<file path="src/rtl/bch_pkg.sv">
// bch_pkg: shared BCH(63,51) sizes, scheduler state encoding and data types
package bch_pkg;
  localparam int BCH_N = 63;
  localparam int BCH_K = 51;
  typedef enum logic [1:0] {IDLE, FEED, DRAIN, OUT} sched_state_t;
  typedef logic [BCH_K-1:0] msg_t;
  typedef logic [BCH_N-1:0] cw_t;
endpackage

</file>
<file path="src/rtl/rr_arbiter.sv">
// rr_arbiter: round-robin one-hot grant with pointer advance on accept
module rr_arbiter #(
  parameter int NUM_REQ = 2,
  parameter int IW = 1
) (
  input  logic               clk,
  input  logic               rst,
  input  logic [NUM_REQ-1:0] req,
  input  logic               accept,
  output logic [NUM_REQ-1:0] grant,
  output logic [IW-1:0]      gid
);
  logic [IW-1:0] ptr;
  logic [IW-1:0] j;
  // Winner is the first requester at or after ptr; scanning backwards leaves the nearest one
  always_comb begin
    gid = '0;
    j = '0;
    for (int i = NUM_REQ - 1; i >= 0; i--) begin
      j = IW'((int'(ptr) + i) % NUM_REQ);
      if (req[j]) gid = j;
    end
    grant = (|req) ? NUM_REQ'(1) << gid : '0;
  end
  // Pointer moves one past the accepted winner so it is served last next round
  always_ff @(posedge clk or negedge rst)
    if (!rst) ptr <= '0;
    else if (accept) ptr <= (gid == IW'(NUM_REQ - 1)) ? '0 : gid + 1'b1;
endmodule

</file>
<file path="src/rtl/bch_enc_sched.sv">
// bch_enc_sched: shares one bit-serial BCH encoder between several message sources
module bch_enc_sched
  import bch_pkg::*;
#(
  parameter int N = BCH_N,
  parameter int K = BCH_K,
  parameter int NUM_REQ = 2,
  parameter int TIMEOUT = 255,
  localparam int IW = (NUM_REQ > 1) ? $clog2(NUM_REQ) : 1
) (
  input  logic                 clk,
  input  logic                 rst,
  input  logic [NUM_REQ-1:0]   req_valid,
  output logic [NUM_REQ-1:0]   req_ready,
  input  logic [NUM_REQ*K-1:0] req_msg,
  input  logic                 enc_ready,
  output logic                 enc_valid,
  output logic                 enc_bit,
  input  logic                 enc_out_vld,
  input  logic                 enc_out_bit,
  output logic                 cw_valid,
  input  logic                 cw_ready,
  output logic [N-1:0]         cw_data,
  output logic [IW-1:0]        cw_id,
  output logic                 err_timeout
);
  localparam int CW = $clog2(K);
  localparam int OW = $clog2(N + 1);
  localparam int TW = $clog2(TIMEOUT + 1);
  sched_state_t state, state_nxt;
  logic [NUM_REQ-1:0] grant;
  logic [IW-1:0] gid;
  logic [K-1:0] msg_sr;
  logic [N-1:0] cw_sr;
  logic [IW-1:0] id;
  logic [CW-1:0] in_cnt;
  logic [OW-1:0] out_cnt, out_nxt;
  logic [TW-1:0] tmo_cnt;
  logic acc, xfer, cap, done, abort;
  assign acc = (state == IDLE) && |req_valid;
  assign xfer = (state == FEED) && enc_ready;
  assign cap = (state == FEED || state == DRAIN) && enc_out_vld && out_cnt != OW'(N);
  assign out_nxt = out_cnt + OW'(cap);
  assign done = out_nxt == OW'(N);
  assign abort = (state == DRAIN) && !enc_out_vld && tmo_cnt == TW'(TIMEOUT - 1) && !done;
  assign cw_data = cw_sr;
  assign cw_id = id;
  rr_arbiter #(.NUM_REQ(NUM_REQ), .IW(IW)) u_arb (
    .clk(clk),
    .rst(rst),
    .req(req_valid),
    .accept(acc),
    .grant(grant),
    .gid(gid)
  );
  // State register
  always_ff @(posedge clk or negedge rst)
    if (!rst) state <= IDLE;
    else state <= state_nxt;
  // Next state: a full codeword wins over a coincident timeout
  always_comb begin
    state_nxt = state;
    case (state)
      IDLE:  state_nxt = acc ? FEED : IDLE;
      FEED:  state_nxt = (xfer && in_cnt == CW'(K - 1)) ? DRAIN : FEED;
      DRAIN: state_nxt = done ? OUT : abort ? IDLE : DRAIN;
      OUT:   state_nxt = cw_ready ? IDLE : OUT;
    endcase
  end
  // Outputs decoded from state; grant is also masked while reset is held
  always_comb begin
    req_ready = (state == IDLE && rst) ? grant : '0;
    enc_valid = state == FEED;
    enc_bit = enc_valid && msg_sr[K-1];
    cw_valid = state == OUT;
  end
  // Message/codeword shift registers, bit counters and the drain watchdog
  always_ff @(posedge clk or negedge rst)
    if (!rst) begin
      msg_sr <= '0;
      cw_sr <= '0;
      id <= '0;
      in_cnt <= '0;
      out_cnt <= '0;
      tmo_cnt <= '0;
      err_timeout <= 1'b0;
    end else begin
      err_timeout <= abort;
      tmo_cnt <= (state == DRAIN && !enc_out_vld) ? tmo_cnt + 1'b1 : '0;
      if (acc) begin
        msg_sr <= req_msg[gid*K +: K];
        id <= gid;
        in_cnt <= '0;
        out_cnt <= '0;
        cw_sr <= '0;
      end
      if (xfer) begin
        msg_sr <= {msg_sr[K-2:0], 1'b0};
        in_cnt <= in_cnt + 1'b1;
      end
      if (cap) begin
        cw_sr <= {cw_sr[N-2:0], enc_out_bit};
        out_cnt <= out_nxt;
      end
      if (abort) cw_sr <= '0;
    end
endmodule

</file>
<file path="config.mk">
export PLATFORM = sky130hd
export DESIGN_NAME = bch_enc_sched
export DESIGN_NICKNAME = d
export VERILOG_FILES = /design/src/rtl/bch_pkg.sv /design/src/rtl/rr_arbiter.sv /design/src/rtl/bch_enc_sched.sv
export SDC_FILE = /design/constraint.sdc
export NUM_CORES = 1
export LEC_CHECK = 0
export CAP_MARGIN = 10
export CORE_UTILIZATION = 50
export DETAILED_ROUTE_END_ITERATION = 6
export PLACE_DENSITY_LB_ADDON = 0.08
export SLEW_MARGIN = 20
export SYNTH_ARGS = -nofsm -noshare
export SYNTH_HDL_FRONTEND = slang
export SYNTH_SLANG_ARGS = --single-unit
</file>
<file path="constraint.sdc">
create_clock -name clk -period 5.39 [get_ports clk]
set_input_delay 1.078 -clock clk [delete_from_list [all_inputs] [get_ports clk]]
set_output_delay 1.078 -clock clk [all_outputs]
set_load 0.005 [all_outputs]
</file>
==> results of run 1 <==
-- cells in the mapped netlist (6+ instances only) --
| cell type | instances |
|---|---|
| dfrtp_1 | 139 |
| o21ai_0 | 62 |
| clkbuf_1 | 53 |
| o211ai_2 | 51 |
| nand2_1 | 75 |
| buf_6 | 6 |
| ha_1 | 11 |
| o211ai_1 | 13 |
| buf_1 | 7 |
| inv_1 | 6 |
| a21o_1 | 51 |
| nand3b_1 | 50 |
| buf_2 | 27 |
| nor2_1 | 68 |
| a311oi_1 | 51 |
| nand3_1 | 71 |
| nand4_1 | 67 |
-- report_power, final --
group / switching, uW / internal, uW / total, uW / leakage (uW)
clock: 443 / 931 / 1370 / 0.000347
combinational: 769 / 540 / 1310 / 0.00213
sequential: 139 / 1280 / 1420 / 0.00182
total: 1350 / 2750 / 4100 / 0.00430
-- per-layer routing --
layer  global-route usage  vias to the layer above  wire length, um
li1                     -                     3420                -
met1                0.353                     3649             9410
met2                0.429                      224            10200
met3               0.0391                       27             1020
met4               0.0893                        0              410
met5                    0                        -                0
-- final cells by class --
class	count	area, sq um	area share
repair buffers	190	1870	0.180
clock buffers	22	494	0.0474
well taps	211	264	0.0253
flip-flops and latches	139	3480	0.333
inverters	7	26.3	0.00252
multi-input cells	614	4090	0.392
clock inverters	10	208	0.0199
-- cell usage in the layout (no fill, tap or decap), types with 13 or more instances in the layout --
cell	Yosys	routed
clkdlybuf4s50_1	0	177
dfrtp_1	139	139
nand2_1	75	75
nand3_1	71	70
nor2_1	68	68
nand4_1	67	67
o21ai_0	62	62
a311oi_1	51	51
o211ai_2	51	50
nand3b_1	50	50
a21o_1	51	50
clkbuf_16	0	17
o211ai_1	13	13
-- kinds of logic (layout without fill, tap and decap cells) --
family	after synthesis	in the layout	synth area share
fa+ha+maj	11	11	0.0172
flops	139	139	0.435
xor+xnor	9	9	0.00985
mux	3	3	0.00406
simple gates	349	349	0.227
compound gates	242	242	0.248
buf+inv	103	229	0.0596
-- sequential cells by signal, indices dropped and copies added (netlist names) --
| name | cells |
|---|---|
| u_arb.ptr | 1 |
| tmo_cnt | 8 |
| cw_id | 1 |
| err_timeout | 1 |
| cw_data | 63 |
| in_cnt | 6 |
| state | 2 |
| out_cnt | 6 |
| msg_sr | 51 |
-- metrics by stage --
stage / hold WS, ns / utilization / power, uW
4_1_cts: 0.475 / 0.676 / 4110
3_3_place_gp: 0.455 / 0.631 / 2670
3_5_place_dp: 0.463 / 0.631 / 2720
2_1_floorplan: 0.442 / - / 2400
6_report: 0.472 / 0.676 / 4100
5_1_grt: 0.491 / 0.676 / 4330
-- path summary, 6_finish.rpt --
kind	endpoint	slack, ns	cells after the start
worst max-delay path	req_ready[0]	1.12	5
worst min-delay path	msg_sr[11]	0.47	1
worst max register to register	err_timeout	2.11	11
worst min register to register	msg_sr[11]	0.47	1
max in group asynchronous	out_cnt[0]	3.40	2
min in group asynchronous	msg_sr[26]	0.67	1
==> impl_metrics.csv, run 1 <==
group,metric,value,unit
outcome,status,"finished clean",
timing,worst_slack,1.12,ns
logic_synthesis,synth_ff_type,"dfrtp_1",
route,postRouteAntennaNets,0,
timing,setup_viol,0,
cells_and_area,syn2layout_area_growth,30.4,%
cells_and_area,fin_area,10400,sq um
logic_synthesis,yosys.cell_types.count,42,
route,dr.pass1.iters,5,
placement,dpl_cell_area,9730,sq um
worst_setup_path,critPathBufInv,2,
timing,slew_headroom,0.296,
timing,rsz0062_at_grt,"no",
route,vias,7320,
logic_synthesis,synth_edf_count,0,
placement,pre_cts_slack,1.18,ns
worst_setup_path,critPathKind,"primary input to output port",
logic_synthesis,synth-seq-cells,139,
global_routing,grtUsageTotal,0.261,
worst_setup_path,endpoint_kind,"output port",
route,routed_via_density,6.14,
placement,place_congestion,0.780,
worst_setup_path,path_cells,"clkdlybuf4s50_1, and2b_2, nand2b_1, and3_1, clkdlybuf4s50_1",
job,max_cap_violations,0,
cells_and_area,diodes,0,
cts,cts.clk_slew.worst_paths,0.06,ns
timing,fin_crit,4.27,ns
cts,cts.sinks,139,
logic_synthesis,netlist_top_cells_area,"dfrtp_1 (43%), o211ai_2 (8.0%), a311oi_1 (5.6%)",
logic_synthesis,synth_top_area_cell,"dfrtp_1",
cts,cts_tree,"built",
timing,worst_clock_skew,0.00541,ns
logic_synthesis,synthCells,856,
cells_and_area,final_nets,1090,
logic_synthesis,syn_area_per_cell,9.35,sq um
worst_setup_path,crit_path_start_kind,"primary input",
die,die_w,129,um
global_routing,grt_first_pass_wirelength,34700,um
cells_and_area,final_cells,1193,
logic_synthesis,synth_nets,977,
logic_synthesis,synthArstFlopShare,1.00,
cts,postCtsSetupBuffers,0,
placement,dp_hpwl,12900,um
cts,clk_path_buf_depth,2,
power,power_density,393,nW/um^2
die,initial_utilization,0.519,
placement,port_buffers,179,
cts,cts-resized-gates,0,
timing,slew_violations,0,
worst_setup_path,critPathSlowestCell,"and2b_2",
die,dieArea,16500,sq um
global_routing,grt_max_degree,129,
power,leakagePower,0.00430,uW
die,rows,45,
worst_setup_path,cp.required,4.31,ns
die,pin_count,180,
timing,tns,0,ns
worst_setup_path,crit_fanout,43,
worst_hold_path,hp-class,"flip-flop to flip-flop",
power,vdd_drop_max,0.498,mV
cts,cts_buffers,17,
cells_and_area,fill_cells,1234,
timing,fmax,0.234,GHz
cts,cts_htree_levels,4,
die,die_h,129,um
global_routing,grt_pass1_vias,7080,
logic_synthesis,synthesis.area,8000,sq um
placement,dpl.cell_count,1161,
cts,cts-root-buf,"clkbuf_16",
die,core,15400,sq um
global_routing,overflow,0,
logic_synthesis,ys_seq_area_frac,0.435,
worst_setup_path,cpMostUsedCell,"clkdlybuf4s50_1",
timing,worst_slew_pin_slew,1.06,ns
worst_setup_path,path_delay_family,"buffers and inverters",
route,drt_iter0_drc,562,
cts,cts_hold_buf,0,
logic_synthesis,yosys.area.top_type_share,0.435,
worst_setup_path,worstSetupStartpoint,"req_valid[0]",
route,wl_per_cell,17.6,um
logic_synthesis,synth_warnings,0,
worst_setup_path,slowest_delay,0.59,ns
cts,insertion_delay,0.41,ns
route,drc,0,
worst_setup_path,crit_arrival,3.19,ns
worst_hold_path,min-delay-start,"msg_sr[10]",
global_routing,antenna_found_initial,0,
timing,finalHoldViolations,0,
route,drt_wl_total,21000,um
worst_setup_path,rr_startpoint,"state[0]",
cells_and_area,drive_above_1_share,0.108,
timing,post-route-period-util,0.792,
(Power assumes the default switching activity.)
==> inputs of run 2 (changes only) <==
Settings changed: CORE_UTILIZATION 50 to 46.
Clock period 5.39 ns to 3.7 ns, I/O delays scaled along.
==> run 2 against run 1 <==
Flip-flop and latch count unchanged. Setup slack lost 0.48 ns. Sequential power grew 46%. Global-route usage shrank 2.6 points. Cell count is 0.92% higher. Clock skew is 0.0013 ns higher. Critical path depth did not move. Largest power group unchanged. Count of clock-buffer cells in the layout rose by 2.
==> impl_metrics.csv, run 2 (synthesis gave the netlist of run 1 again) <==
group,metric,value,unit
timing,finalHoldViolations,0,
cts,cts.sinks,139,
die,pin_count,180,
global_routing,use_met1,0.341,
placement,port_buffers,179,
cts,cts.clk_slew.worst_paths,0.06,ns
cells_and_area,mostFrequentLayoutCells,"clkdlybuf4s50_1 (177), dfrtp_1 (139), nand2_1 (75)",
worst_setup_path,crit_fanout,3,
cts,insertion_delay,0.42,ns
route,vias,7137,
worst_setup_path,critPathKind,"primary input to output port",
timing,slew_violations,0,
cells_and_area,layout_commonest_cell,"clkdlybuf4s50_1",
power,leakagePower,0.00431,uW
timing,slew_headroom,0.364,
timing,fmax,0.327,GHz
placement,pre_cts_slack,0.608,ns
global_routing,met3_usage,0.0427,
timing,tns,0,ns
die,core,16800,sq um
global_routing,grtUsageTotal,0.235,
timing,rsz0062_at_grt,"no",
worst_setup_path,endpoint_kind,"output port",
timing,worst_slack,0.641,ns
route,routed_via_density,5.93,
timing,worst_slew_pin_slew,0.955,ns
cells_and_area,drive_above_1_share,0.107,
power,vdd_drop_max,0.532,mV
global_routing,grt_max_degree,140,
cts,cts-root-buf,"clkbuf_16",
cts,cts-resized-gates,0,
cts,cts_tree,"built",
timing,setup_viol,0,
worst_setup_path,cp.required,2.96,ns
worst_setup_path,worstSetupStartpoint,"req_valid[0]",
cells_and_area,syn2layout_area_growth,30.9,%
die,die_h,134,um
job,max_cap_violations,0,
global_routing,grt_pass1_vias,6588,
route,dr.pass1.iters,5,
outcome,status,"finished clean",
global_routing,overflow,0,
cells_and_area,final_nets,1093,
timing,post-route-period-util,0.827,
route,postRouteAntennaNets,0,
route,drc,0,
power,power_density,561,nW/um^2
placement,dp_hpwl,12200,um
timing,worst_clock_skew,0.00672,ns
worst_setup_path,crit_path_start_kind,"primary input",
worst_setup_path,crit_arrival,2.32,ns
cts,cts_htree_levels,4,
cts,clk_path_buf_depth,2,
route,drt_wl_total,20400,um
cts,cts_buffers,17,
global_routing,top_usage_layer,"met2",
die,dieArea,17900,sq um
die,initial_utilization,0.478,
worst_hold_path,hp-class,"primary input to asynchronous set/reset pin",
die,die_w,134,um
cts,cts_hold_buf,0,
global_routing,grt_first_pass_wirelength,34000,um
cells_and_area,largest_register_ff_count,63,
global_routing,grt_use_met2,0.359,
cells_and_area,diodes,0,
global_routing,antenna_found_initial,1,
route,wl_per_cell,16.9,um
route,drt_iter0_drc,552,
cts,postCtsSetupBuffers,0,
timing,fin_crit,3.06,ns
placement,place_congestion,0.773,
worst_setup_path,rr_startpoint,"state[0]",
die,rows,47,
run 2: final timing paths:
check                               endpoint  slack [ns]  cells past startpoint
min in group clk                  msg_sr[14]        0.47                      1
worst max-delay path            req_ready[1]        0.64                      5
worst max register to register   err_timeout        1.14                     12
worst min-delay path              msg_sr[25]        0.45                      2
max in group asynchronous        cw_data[43]        2.63                      2
worst min register to register    msg_sr[14]        0.47                      1
run 2: worst max-delay path, cell delays in order:
cell             delay, ns
clkdlybuf4s50_1       0.50
and2b_2               0.26
nor2_1                0.14
and3_1                0.18
clkdlybuf4s50_1       0.50
run 2: area by class of cell:
class	instances	area [sq um]
Clock buffer	24	492
Clock inverter	7	160
Fill cell	1496	6280
Inverter	7	26.3
Multi-Input combinational cell	614	4090
Sequential cell	139	3480
Tap cell	220	275
Timing Repair Buffer	193	1960
run 2: through the flow:
stage               utilization  cell area, sq um  hold WS, ns  std cells  power (uW)
finish                    0.625             10500        0.445       1204        5880
global route              0.625             10500        0.488       1204        6250
CTS                       0.625             10500        0.473       1204        5920
detailed placement        0.586              9820        0.462       1173        4000
global placement          0.586              9820        0.461       1173        3990
floorplan                     -              8000        0.442        856        3490
run 2: metal layers:
metal / part of all wire / vias to the layer above
met5: 0 / -
met2: 0.47 / 161
met4: 0.011 / 0
met3: 0.048 / 19
li1: - / 3432
met1: 0.47 / 3525
run 2: report_power, final:
part / leakage [uW] / switching, uW / internal (uW)
combinational: 0.00217 / 1110 / 813
sequential: 0.00182 / 202 / 1860
clock: 0.000320 / 625 / 1260
==> inputs of run 3 (changes only) <==
Settings changed: CORE_UTILIZATION 46 to 50.
Clock period 3.7 ns to 3 ns, I/O delays scaled along.
==> run 3 against run 2 <==
Wire length grew 1.7%. Hold slack gained 0.019 ns. Count of clock-buffer cells in the layout shrank 3. Register-to-register slack lost 0.66 ns. Final area grew 0.32%. Clock skew grew 0.00091 ns. Sequential share of layout area shrank 0.11 points. Via count grew 1.8%. Utilization grew 5.6 points. Cell count shrank 0.25%. Non-clock buffer count grew 5. Critical path type is now flip-flop to output port. Critical endpoint is now req_ready[0]. Largest cell class unchanged. Largest power group unchanged. Highest routed layer unchanged.
==> impl_metrics.csv, run 3 (synthesis gave the netlist of run 1 again) <==
group,metric,value,unit
die,core,15400,sq um
die,dieArea,16500,sq um
route,vias,7265,
worst_setup_path,crit_path_start_kind,"flip-flop",
power,vdd_drop_max,0.721,mV
timing,slew_headroom,0.395,
cts,cts_htree_levels,4,
worst_setup_path,critPathKind,"flip-flop to output port",
worst_hold_path,hp-class,"flip-flop to flip-flop",
cts,cts_tree,"built",
worst_setup_path,reg2reg_setup_slack,0.48,ns
worst_setup_path,rr_worst_depth,12,
timing,worst_clock_skew,0.00763,ns
timing,post-route-period-util,0.911,
die,die_w,129,um
cts,insertion_delay,0.42,ns
placement,dp_hpwl,13100,um
route,dr.pass1.iters,5,
cells_and_area,syn2layout_area_growth,31.3,%
worst_setup_path,crit_arrival,2.13,ns
route,drc,0,
route,wl_per_cell,17.3,um
cts,cts.sinks,139,
cells_and_area,mostFrequentLayoutCells,"clkdlybuf4s50_1 (177), dfrtp_1 (139), nand2_1 (75)",
worst_hold_path,min_to,"msg_sr[11]",
cells_and_area,drive_above_1_share,0.112,
global_routing,overflow,0,
global_routing,grt_pass1_vias,7106,
worst_hold_path,min-delay-start,"msg_sr[10]",
worst_setup_path,rr_startpoint,"state[0]",
cells_and_area,final_nets,1098,
cells_and_area,fin_util,0.681,
cells_and_area,diodes,0,
global_routing,grtUsageTotal,0.261,
cells_and_area,layout_commonest_cell,"clkdlybuf4s50_1",
cells_and_area,fill_cells,1232,
route,drt_wl_total,20800,um
global_routing,antenna_found_initial,0,
worst_setup_path,r2r-end,"cw_data[15]",
worst_setup_path,endpoint_kind,"output port",
global_routing,top_usage_layer,"met2",
route,routed_via_density,6.05,
cells_and_area,largest_register_ff_count,63,
route,drt_iter0_drc,616,
timing,worst_slew_pin_slew,0.908,ns
timing,finalHoldViolations,0,
placement,port_buffers,179,
global_routing,met3_usage,0.0549,
cts,clk_path_buf_depth,2,
cts,cts.clk_slew.worst_paths,0.06,ns
timing,fin_crit,2.73,ns
worst_setup_path,cp.required,2.40,ns
job,max_cap_violations,0,
global_routing,grt_max_degree,129,
global_routing,grt_use_met2,0.432,
timing,setup_viol,0,
power,leakagePower,0.00433,uW
die,pin_count,180,
worst_hold_path,holdPathStages,1,
cts,cts_buffers,17,
timing,rsz0062_at_grt,"no",
cts,cts-root-buf,"clkbuf_16",
power,power_density,684,nW/um^2
timing,tns,0,ns
die,rows,45,
timing,fmax,0.366,GHz
timing,slew_violations,0,
route,postRouteAntennaNets,0,
global_routing,use_met1,0.339,
die,initial_utilization,0.519,
outcome,status,"finished clean",
global_routing,grt_first_pass_wirelength,34600,um
placement,place_congestion,0.776,
die,die_h,129,um
worst_setup_path,crit_fanout,5,
## run 3: changes by cell type in the layout (fill, tap and decap cells not counted), sizes merged
cell and change:
clkinvlp +2, dlygate4sd3 +1, bufinv -1, buf +4, clkinv +3, clkbuf -3
## run 3: per-layer routing
layer  up-vias  share of wire
met5         -              0
met4         0          0.020
li1       3442              -
met2       222           0.49
met1      3567           0.44
met3        34          0.048
## run 3: worst max-delay path by stage
stage / startpoint / to / slack (ns) / depth (start not counted)
floorplan: state[0] / cw_data[0] / 0.38 / 14
global placement: enc_out_vld / cw_data[39] / 0.17 / 11
detailed placement: enc_out_vld / cw_data[41] / 0.09 / 11
CTS: state[0] / req_ready[0] / 0.25 / 5
global route: state[0] / req_ready[0] / 0.19 / 5
finish: state[0] / req_ready[0] / 0.27 / 5
## run 3: what timing repair did
item	4_1_cts	5_1_grt
setup endpoints to repair	0	0
setup buffers	0	0
endpoints found under the hold margin	1	0
hold buffers	1	0
gates resized for setup	0	0
## run 3: through the flow
| step | area [sq um] | worst slack [ns] | instances | hold WS, ns | total power (uW) |
|---|---|---|---|---|---|
| global placement | 9870 | 0.170 | 1168 | 0.397 | 4880 |
| finish | 10500 | 0.268 | 1201 | 0.465 | 7190 |
| global route | 10500 | 0.194 | 1201 | 0.485 | 7640 |
| floorplan | 8000 | 0.382 | 856 | 0.304 | 4300 |
| CTS | 10500 | 0.253 | 1201 | 0.474 | 7220 |
| detailed placement | 9870 | 0.0947 | 1168 | 0.397 | 4960 |
## run 3: critical path: stages, from the launching register on
cell and delay (ns):
dfrtp_1 0.40, inv_1 0.09, ha_1 0.36, o21a_4 0.21
and3_1 0.16, clkdlybuf4s50_1 0.50
## run 3: area by class of cell
cell class | instances | area, sq um | area share
multi-input combinational | 614 | 4090 | 0.389
sequential | 139 | 3480 | 0.331
timing repair buffer | 198 | 2020 | 0.193
clock buffer | 21 | 460 | 0.0438
tap | 211 | 264 | 0.0251
clock inverter | 11 | 168 | 0.0160
inverter | 7 | 26.3 | 0.00250
## run 3: where the power goes
part           internal (uW)  total, uW  leakage, uW  switching [uW]
logic                   1030       2420      0.00220            1390
registers               2300       2540      0.00182             240
clock network           1430       2230     0.000303             797
